## config.mk

```make
export PLATFORM = sky130hd
export DESIGN_NAME = inst_encoder
export DESIGN_NICKNAME = d
export VERILOG_FILES = /design/src/rtl/enc_pkg.sv /design/src/rtl/imm_range_check.sv /design/src/rtl/inst_encoder.sv
export SDC_FILE = /design/constraint.sdc
export NUM_CORES = 1
export LEC_CHECK = 0
export BUFFER_PORTS_ARGS = -buffer_cell sky130_fd_sc_hd__clkbuf_2
export CORE_MARGIN = 4
export CORE_UTILIZATION = 29
export CTS_CLUSTER_DIAMETER = 30
export DETAILED_ROUTE_END_ITERATION = 7
export GPL_TIMING_DRIVEN = 0
export PLACE_DENSITY = 0.49
export SYNTH_ARGS = -nofsm -noshare
export SYNTH_HDL_FRONTEND = slang
export SYNTH_SLANG_ARGS = --single-unit
export TNS_END_PERCENT = 100
```

## constraint.sdc

```tcl
create_clock -name clk -period 4.2 [get_ports clk]
set_clock_uncertainty 0.1 [all_clocks]
set_input_delay 0 -clock clk [delete_from_list [all_inputs] [get_ports clk]]
set_output_delay 0 -clock clk [all_outputs]
set_load 0.03 [all_outputs]
```

## src/rtl/enc_pkg.sv

```systemverilog
// enc_pkg: format tags, default NOP word and immediate range limits for the instruction encoder.
package enc_pkg;
    localparam logic [2:0] FMT_I = 3'd0;
    localparam logic [2:0] FMT_S = 3'd1;
    localparam logic [2:0] FMT_B = 3'd2;
    localparam logic [2:0] FMT_J = 3'd3;
    localparam logic [31:0] NOP_INST_DEF = 32'h0000_0013;
    localparam logic signed [63:0] IS_MIN = -64'sd2048;
    localparam logic signed [63:0] IS_MAX = 64'sd2047;
    localparam logic signed [63:0] B_MIN = -64'sd4096;
    localparam logic signed [63:0] B_MAX = 64'sd4094;
    localparam logic signed [63:0] J_MIN = -64'sd1048576;
    localparam logic signed [63:0] J_MAX = 64'sd1048574;
endpackage

```

## src/rtl/imm_range_check.sv

```systemverilog
// imm_range_check: flags immediates outside their format's range, odd branch/jump offsets and reserved formats.
module imm_range_check
    import enc_pkg::*;
(
    input  logic [2:0]  i_fmt,
    input  logic [63:0] i_imm,
    output logic        o_err
);
    logic signed [63:0] w_imm;
    logic signed [63:0] w_lo;
    logic signed [63:0] w_hi;
    logic               w_even;
    always_comb begin
        w_imm  = i_imm;
        w_lo   = (i_fmt == FMT_B) ? B_MIN : (i_fmt == FMT_J) ? J_MIN : IS_MIN;
        w_hi   = (i_fmt == FMT_B) ? B_MAX : (i_fmt == FMT_J) ? J_MAX : IS_MAX;
        w_even = (i_fmt == FMT_B) || (i_fmt == FMT_J);
        o_err  = (i_fmt > FMT_J) || (w_imm < w_lo) || (w_imm > w_hi) || (w_even && i_imm[0]);
    end
endmodule

```

## src/rtl/inst_encoder.sv

```systemverilog
// inst_encoder: two-stage pipeline that range-checks an immediate and packs it into an RV64 I/S/B/J word.
module inst_encoder
    import enc_pkg::*;
#(
    parameter int          CNT_W    = 16,
    parameter logic [31:0] NOP_INST = NOP_INST_DEF
)(
    input  logic             clk,
    input  logic             rst_n,
    input  logic             in_valid,
    output logic             in_ready,
    input  logic [2:0]       in_fmt,
    input  logic [6:0]       in_opcode,
    input  logic [2:0]       in_funct3,
    input  logic [4:0]       in_rd,
    input  logic [4:0]       in_rs1,
    input  logic [4:0]       in_rs2,
    input  logic [63:0]      in_imm,
    output logic             out_valid,
    input  logic             out_ready,
    output logic [31:0]      out_inst,
    output logic             out_err,
    output logic [CNT_W-1:0] enc_count,
    output logic [CNT_W-1:0] err_count
);
    logic        r_s1_valid;
    logic        r_s1_err;
    logic [2:0]  r_s1_fmt;
    logic [6:0]  r_s1_op;
    logic [2:0]  r_s1_f3;
    logic [4:0]  r_s1_rd;
    logic [4:0]  r_s1_rs1;
    logic [4:0]  r_s1_rs2;
    logic [20:0] r_s1_imm;
    logic        w_err;
    logic        w_s2_adv;
    logic        w_s1_adv;
    logic [31:0] w_inst;

    imm_range_check u_chk (
        .i_fmt (in_fmt),
        .i_imm (in_imm),
        .o_err (w_err)
    );

    assign w_s2_adv = !out_valid || out_ready;
    assign w_s1_adv = !r_s1_valid || w_s2_adv;
    assign in_ready = w_s1_adv;

    always_comb begin
        w_inst = (r_s1_fmt == FMT_S) ? {r_s1_imm[11:5], r_s1_rs2, r_s1_rs1, r_s1_f3, r_s1_imm[4:0], r_s1_op} :
                 (r_s1_fmt == FMT_B) ? {r_s1_imm[12], r_s1_imm[10:5], r_s1_rs2, r_s1_rs1, r_s1_f3,
                                        r_s1_imm[4:1], r_s1_imm[11], r_s1_op} :
                 (r_s1_fmt == FMT_J) ? {r_s1_imm[20], r_s1_imm[10:1], r_s1_imm[11], r_s1_imm[19:12],
                                        r_s1_rd, r_s1_op} :
                                       {r_s1_imm[11:0], r_s1_rs1, r_s1_f3, r_s1_rd, r_s1_op};
    end

    always_ff @(posedge clk or negedge rst_n) begin
        if (!rst_n) begin
            r_s1_valid <= 1'b0;
            r_s1_err   <= 1'b0;
            r_s1_fmt   <= '0;
            r_s1_op    <= '0;
            r_s1_f3    <= '0;
            r_s1_rd    <= '0;
            r_s1_rs1   <= '0;
            r_s1_rs2   <= '0;
            r_s1_imm   <= '0;
            out_valid  <= 1'b0;
            out_inst   <= '0;
            out_err    <= 1'b0;
        end else begin
            if (w_s1_adv) begin
                r_s1_valid <= in_valid;
                if (in_valid) begin
                    r_s1_err <= w_err;
                    r_s1_fmt <= in_fmt;
                    r_s1_op  <= in_opcode;
                    r_s1_f3  <= in_funct3;
                    r_s1_rd  <= in_rd;
                    r_s1_rs1 <= in_rs1;
                    r_s1_rs2 <= in_rs2;
                    r_s1_imm <= in_imm[20:0];
                end
            end
            if (w_s2_adv) begin
                out_valid <= r_s1_valid;
                if (r_s1_valid) begin
                    out_inst <= r_s1_err ? NOP_INST : w_inst;
                    out_err  <= r_s1_err;
                end
            end
        end
    end

    always_ff @(posedge clk or negedge rst_n) begin
        if (!rst_n) begin
            enc_count <= '0;
            err_count <= '0;
        end else if (out_valid && out_ready) begin
            if (!out_err && !(&enc_count)) enc_count <= enc_count + 1'b1;
            if (out_err && !(&err_count)) err_count <= err_count + 1'b1;
        end
    end
endmodule
```

Yosys cells after proc, flatten, opt, wreduce, memory -nomap -nowiden
Cells that the tools add are included.

Bits in registers: 117. Input port bits: 96. Output and inout bits: 67.

Add/sub/neg operators: 2. $lt $le $gt $ge: 3. Equal/unequal tests: 5. Multiplexer cells: 8. Reduce and logical (&&, ||, !) cells: 21.

Operators with widths (number): 32-bit 2-to-1 mux (4); 64-bit 2-to-1 mux (2); 64-bit > comparator (1); 64-bit < comparator (1); 20-bit 2-to-1 mux (2); 16-bit by 1-bit adder with 16-bit output, second input constant (2); 16-bit AND reduction (2); 3-bit by 2-bit == test with 1-bit output, second input constant (4); 2-bit AND reduction (4); 1-bit logical OR (6); 1-bit zero test (5); 1-bit logical AND (4); 3-bit by 1-bit == test with 1-bit output, second input constant (1); 3-bit by 2-bit > comparator with 1-bit output, second input constant (1).

Longest topological paths before layout
Gate-level depths: netlist of run 1.

Word-level depth: 7. Mapped depth: 10. Gate-level depth less buffers: 10.

Cells and area by module
A second synthesis of run 1 with hierarchy kept.

Cell total of the unflattened synthesis: 514. Area, all modules: 5761.8 sq um.

Modules (own cells, without submodules): inst_encoder (times used 1, cells an instance 418, area each 5044.8 sq um); imm_range_check (times used 1, cells an instance 96, area each 716.9 sq um).

Worst setup path after synthesis of run 1
OpenSTA, ideal clock, no wires.

Path kind: input port to flip-flop. From: in in_fmt[2]. To: reg r_s1_err. Library setup time: 0.110 ns. Arrival time: 1.860 ns. Data required time: 3.990 ns. Path slack: 2.130 ns. Stages on the path: 10. Path buffers: 0. Cells stage by stage: nand2b_1 > inv_1 > nand2_1 > ha_1 > nand4_1 > nor4_2 > a21oi_1 > a211oi_1 > nor4_1 > o41ai_1.

Longest elaborated chain between the ends: 7. Elaborated cells between the ends (all ways): 14.

RTL lines: from (decl) (RTL line inst_encoder.sv:12) `input logic [2:0] in_fmt,`; 3-bit by 2-bit == test with 1-bit output (RTL line imm_range_check.sv:15, imm_range_check.sv:16, imm_range_check.sv:17); 20-bit 2-to-1 mux (RTL line imm_range_check.sv:15) `w_lo = (i_fmt == FMT_B) ? B_MIN : (i_fmt == FMT_J) ? J_MIN : IS_MIN;`; 64-bit 2-to-1 mux (RTL line imm_range_check.sv:15); 64-bit < comparator (RTL line imm_range_check.sv:18) `o_err = (i_fmt > FMT_J) || (w_imm < w_lo) || (w_imm > w_hi) || (w_even && i_imm[0]);`; 1-bit logical OR (2 in series) (RTL line imm_range_check.sv:18); 1-bit logical OR * (RTL line imm_range_check.sv:18); to (signal assigned) (RTL line inst_encoder.sv:77) `r_s1_err <= w_err;`; to (decl) (RTL line inst_encoder.sv:27) `logic r_s1_err;`.

Every way passes the cells marked *; elsewhere a longest branch is shown, timed or not. A chain may end at the register's enable or synchronous reset.

Worst setup path after layout of run 1
Same ends and word-level chain as after synthesis.

==> flow_metrics.env, run 1 <==
export IMPL_yosys_warnings=0
export IMPL_place_gp_congestion=0.8103
export IMPL_drt_wl_total_mm=15.33
export IMPL_setup_violations=0
export IMPL_syn_inst=492
export IMPL_fin_crit_sh_pct=77.20
export IMPL_start_kind="input port"
export IMPL_grt_ovfl_total=0
export IMPL_worst_slew_pin_slew_ns=0.5886
export IMPL_yosysUniqueCellTypes=44
export IMPL_drv_cap=0
export IMPL_cts_resized_gates=0
export IMPL_rsz0062_at_grt="false"
export IMPL_grt_pass1_wl_mm=25.49
export IMPL_final_nets=852
export IMPL_fin_ws_ns=0.9577
export IMPL_drive_gt1_share_pct=36.07
export IMPL_final_cell_mix="clkbuf_2, dfrtp_1, dlygate4sd3_1"
export IMPL_syn_cell_area_mm2=0.005639
export IMPL_syn_nets=614
export IMPL_areaGrowthSynthToFinish_pct=41.56
export IMPL_drtIter0Drc=182
export IMPL_reg2reg_from="out_valid"
export IMPL_die_h_um=147.4
export IMPL_tns_ns=0
export IMPL_core_mm2=0.01889
export IMPL_portBuffers=162
export IMPL_utilization_pct=42.25
export IMPL_placementRows=50
export IMPL_r2r_end="r_s1_err"
export IMPL_pre_cts_ws_ns=1.609
export IMPL_p_total_mw=3.477
export IMPL_end_kind="flop"
export IMPL_ant_nets=0
export IMPL_synth_edf_count=0
export IMPL_r2r_cells=7
export IMPL_htreeDepth=4
export IMPL_cts_tree="built"
export IMPL_peakVddDrop_mv=0.2764
export IMPL_grt_max_degree=83
export IMPL_dpl_cell_count=915
export IMPL_route_detailed_drc=0
export IMPL_slew_headroom_pct=60.76
export IMPL_pin_count=163
export IMPL_power_leakage_nw=3.757
export IMPL_dieArea_mm2=0.02174
export IMPL_firstDrtPassIters=4
export IMPL_start_util_pct=29.85
export IMPL_multi_input_area_mm2=0.002597
export IMPL_ys_seq_area_share_pct=51.92
export IMPL_clkTransAtPathRegs_ns=0.06
export IMPL_viasPerCell=4.604
export IMPL_wl_per_cell_um=15.28
export IMPL_drv_slew=0
export IMPL_cts_sink_count=117
export IMPL_worstPathMaxFanout=14
export IMPL_power_density_mw_per_mm2=435.5
export IMPL_track_usage_pct=14.64
export IMPL_syn_area_per_cell_um2=11.46
export IMPL_placed_area_mm2=0.006812
export IMPL_nFillCells=1877
export IMPL_path_class="input port to flop"
export IMPL_seqCellArea_mm2=0.002928
export IMPL_crit_path_start="in_fmt[2]"
export IMPL_hold_viol_final=0
export IMPL_cp_data_required_time_ns=4.45
export IMPL_clk_path_buf_depth=2
export IMPL_grt_pass1_vias=4932
export IMPL_reg2reg_slack_ns=1.85
export IMPL_finalNonFillerCells=1003
export IMPL_dpl_hpwl_mm=11.59
export IMPL_async_flop_share_pct=100.0
export IMPL_hold_ws_ns=0.02060
export IMPL_fin_area_mm2=0.007983
export IMPL_antenna_found_initial=0
export IMPL_vias=4618
export IMPL_fin_crit_ns=3.242
export IMPL_cts_made_buffers=17
export IMPL_fp_dieW_um=147.4
export IMPL_clkLatencyLatePin_ns=0.41
export IMPL_clockRootBuffer="clkbuf_16"
export IMPL_antenna_cells=0
export IMPL_clock_fmax_ghz=0.3084
export IMPL_critPathArrivalTime_ns=3.49
export IMPL_final_common_cell="clkbuf_2"
export IMPL_ys_ff_latch=117
export IMPL_synth_flop_cell="dfrtp_1"
export IMPL_crit_path_end="r_s1_err"
export IMPL_min_path_type="input port to asynchronous set/reset pin"
export IMPL_outcome="finished, final reports clean"
layer usage:
metal	up-vias	track usage, %	wire length (um)
li1	2252	-	-
met3	18	4.323	739
met2	114	23.59	7234
met1	2234	19.68	7201
met4	0	3.169	151
met5	-	0	0
how the worst min path moves through the flow:
stage / cells after the start / slack (ns) / start / end
final: 3 / 0.02 / rst_n / r_s1_imm[18]
after floorplan: 0 / -0.40 / rst_n / enc_count[0]
after CTS: 3 / 0.02 / rst_n / r_s1_imm[18]
after global placement: 2 / 0.11 / in_valid / r_s1_valid
after detailed placement: 1 / -0.16 / rst_n / r_s1_imm[18]
after global routing: 3 / 0.02 / rst_n / r_s1_imm[18]
cell usage after synthesis, types with 3 or more instances:
| cell type | instances | area (um2) |
|---|---|---|
| nand4_1 | 22 | 137.6 |
| nand2_1 | 52 | 195.2 |
| clkbuf_1 | 8 | 30.03 |
| nand2b_1 | 17 | 106.4 |
| inv_1 | 11 | 41.29 |
| and3_1 | 6 | 37.54 |
| ha_1 | 26 | 325.3 |
| nand3_1 | 15 | 75.07 |
| o21ai_0 | 36 | 180.2 |
| nor2_1 | 15 | 56.30 |
| dfrtp_1 | 117 | 2928 |
| and4_1 | 3 | 26.28 |
| a21oi_1 | 8 | 40.04 |
| nor4_1 | 17 | 106.4 |
| buf_2 | 7 | 35.03 |
| xnor2_1 | 20 | 175.2 |
| mux2_2 | 51 | 574.3 |
| xor2_1 | 10 | 87.58 |
| mux2i_1 | 17 | 170.2 |
final cells by class:
| class | count | share of cell area (%) |
|---|---|---|
| Sequential cell | 117 | 36.68 |
| Multi-Input combinational cell | 347 | 32.54 |
| Timing Repair Buffer | 219 | 17.76 |
| Clock buffer | 19 | 5.674 |
| Tap cell | 260 | 4.075 |
| Clock inverter | 13 | 1.850 |
| Buffer | 17 | 0.9091 |
| Inverter | 11 | 0.5172 |
logic make-up (layout without fill, tap and decap cells):
kind of cell | Yosys count | in the layout | share of synthesized area [%]
AO/OA/AOI/OAI | 60 | 60 | 6.834
XOR/XNOR | 30 | 30 | 4.659
adder cells (fa/ha/maj) | 26 | 26 | 5.769
buffers and inverters | 28 | 279 | 2.019
flip-flops | 117 | 117 | 51.92
multiplexers | 69 | 69 | 13.47
AND/OR/NAND/NOR | 162 | 162 | 15.33
critical path, stage by stage:
cell and delay, ns:
dlygate4sd3_1 0.54, clkbuf_2 0.13, nand2b_1 0.16, inv_1 0.10
nand2_1 0.31, ha_1 0.50, nand4_1 0.17, nor4_2 0.33
a21oi_1 0.11, a211oi_1 0.24, nor4_1 0.09, o41ai_1 0.23
dlygate4sd3_1 0.58
repair_timing:
| item | CTS | global route |
|---|---|---|
| hold buffers | 56 | 0 |
| endpoints found under the hold margin | 172 | 0 |
| setup buffers | 0 | 0 |
power by group:
part | switching (mW) | internal (mW) | leakage, nW
sequential | 0.117 | 1.26 | 1.47
combinational | 0.364 | 0.283 | 2.00
clock | 0.541 | 0.911 | 0.283
total | 1.02 | 2.45 | 3.76
sequential cells by signal, summed over array words and instances, names as in the netlist:
signal / flops
r_s1_rd: 5
r_s1_f3: 3
r_s1_rs1: 5
r_s1_valid: 1
r_s1_fmt: 3
out_err: 1
out_valid: 1
enc_count: 16
err_count: 16
r_s1_err: 1
out_inst: 32
r_s1_rs2: 5
r_s1_op: 7
r_s1_imm: 21
No activity file was read; power rests on OpenSTA's default activity.
==> run 2, diff against run 1 <==
- clock period: 4.2 -> 3.3 ns (I/O delays scaled with it)
==> run 2 against run 1 <==
Power grew 27%. Hold slack is essentially flat. First-iteration DRC count grew 0.55%. Non-clock buffer count is the same. Clock-buffer cell count is the same. Clock power grew 28%. Critical path depth is the same. Global-route usage is the same. Die area is the same.
==> flow_metrics.env, run 2 (synthesized netlist as in run 1, its figures left out) <==
export IMPL_core_mm2=0.01889
export IMPL_clkTransAtPathRegs_ns=0.06
export IMPL_final_nets=852
export IMPL_largestRegisters="out_inst: 32 flops, r_s1_imm: 21 flops"
export IMPL_end_kind="flop"
export IMPL_antenna_cells=0
export IMPL_rsz0062_at_grt="false"
export IMPL_clkLatencyLatePin_ns=0.41
export IMPL_clockRootBuffer="clkbuf_16"
export IMPL_cts_tree="built"
export IMPL_fin_crit_sh_pct=93.16
export IMPL_grt_pass1_wl_mm=25.49
export IMPL_fp_dieW_um=147.4
export IMPL_reg2reg_from="out_valid"
export IMPL_areaGrowthSynthToFinish_pct=41.60
export IMPL_fin_area_mm2=0.007985
export IMPL_firstDrtPassIters=4
export IMPL_tns_ns=0
export IMPL_portBuffers=162
export IMPL_power_leakage_nw=3.758
export IMPL_clock_fmax_ghz=0.3253
export IMPL_pin_count=163
export IMPL_hold_viol_final=0
export IMPL_finalNonFillerCells=1003
export IMPL_placementRows=50
export IMPL_place_gp_congestion=0.8103
export IMPL_cp_data_required_time_ns=3.55
export IMPL_dieArea_mm2=0.02174
export IMPL_ant_nets=0
export IMPL_start_util_pct=29.85
export IMPL_utilization_pct=42.26
export IMPL_drt_wl_total_mm=15.30
export IMPL_worst_slew_pin_slew_ns=0.5886
export IMPL_dpl_hpwl_mm=11.59
export IMPL_grt_ovfl_total=0
export IMPL_r2r_end="r_s1_err"
export IMPL_r2r_cells=7
export IMPL_cts_made_buffers=17
export IMPL_outcome="finished, final reports clean"
export IMPL_clk_path_buf_depth=2
export IMPL_cts_sink_count=117
export IMPL_power_density_mw_per_mm2=554.2
export IMPL_drv_slew=0
export IMPL_largest_register="out_inst"
export IMPL_path_class="input port to flop"
export IMPL_drtIter0Drc=183
export IMPL_worstPathMaxFanout=14
export IMPL_start_kind="input port"
export IMPL_wl_per_cell_um=15.25
export IMPL_reg2reg_slack_ns=0.95
export IMPL_drive_gt1_share_pct=36.20
export IMPL_setup_violations=0
export IMPL_final_common_cell="clkbuf_2"
export IMPL_largest_reg_flops=32
export IMPL_drv_cap=0
export IMPL_antenna_found_initial=0
export IMPL_min_path_type="input port to asynchronous set/reset pin"
export IMPL_htreeDepth=4
export IMPL_viasPerCell=4.604
export IMPL_slew_headroom_pct=60.76
export IMPL_grt_pass1_vias=4932
export IMPL_critPathArrivalTime_ns=3.33
export IMPL_die_h_um=147.4
export IMPL_p_total_mw=4.425
export IMPL_peakVddDrop_mv=0.3517
export IMPL_route_detailed_drc=0
export IMPL_track_usage_pct=14.64
export IMPL_fin_crit_ns=3.074
export IMPL_final_cell_mix="clkbuf_2, dfrtp_1, dlygate4sd3_1"
export IMPL_dpl_cell_count=915
export IMPL_grt_max_degree=83
export IMPL_vias=4618
export IMPL_placed_area_mm2=0.006812
run 2: worst max-delay path by stage:
stage              start       endpoint
3_3_place_gp       rst_n  err_count[11]
5_1_grt        in_fmt[2]       r_s1_err
4_1_cts        in_fmt[2]       r_s1_err
6_report       in_fmt[2]       r_s1_err
2_1_floorplan  in_fmt[2]       r_s1_err
3_5_place_dp   in_fmt[2]       r_s1_err
run 2: metrics by stage:
step           hold WS [ns]  setup slack, ns
6_report            0.02060           0.2257
5_1_grt             0.02452          0.03016
4_1_cts             0.02117          0.05636
3_5_place_dp        -0.1642           0.7093
3_3_place_gp         0.1104           0.3657
2_1_floorplan       -0.3956            1.230
run 2: final cells by class:
type / instances / area, um2
flip-flops and latches: 117 / 2928
multi-input cells: 347 / 2600
clock inverters: 13 / 147.6
repair buffers: 219 / 1418
inverters: 11 / 41.29
well taps: 260 / 325.3
clock buffers: 19 / 452.9
fillers: 1876 / 10910
plain buffers: 17 / 72.57
run 2: repair_timing:
action / 4_1_cts / 5_1_grt
setup buffers: 0 / 0
setup endpoints to repair: 0 / 1
hold buffers: 56 / 0
resized for setup: 0 / 1
endpoints found under the hold margin: 172 / 0
run 2: layer usage:
| metal | vias up | global-route usage, % | wire (um) |
|---|---|---|---|
| li1 | 2250 | - | - |
| met1 | 2238 | 19.68 | 7194 |
| met2 | 114 | 23.59 | 7213 |
| met3 | 16 | 4.323 | 737 |
| met4 | 0 | 3.169 | 155 |
| met5 | - | 0 | 0 |
run 2: report_power, final:
part / internal [mW] / switching [mW] / leakage [nW]
Sequential: 1.60 / 0.149 / 1.47
Combinational: 0.360 / 0.464 / 2.00
Clock: 1.16 / 0.689 / 0.283
Total: 3.12 / 1.30 / 3.76
run 2: critical path: stages:
cell           delay, ns
dlygate4sd3_1       0.54
clkbuf_2            0.13
nand2b_1            0.16
inv_1               0.11
nand2_2             0.20
ha_1                0.43
nand4_1             0.17
nor4_2              0.33
a21oi_1             0.11
a211oi_1            0.24
nor4_1              0.09
o41ai_1             0.23
dlygate4sd3_1       0.58
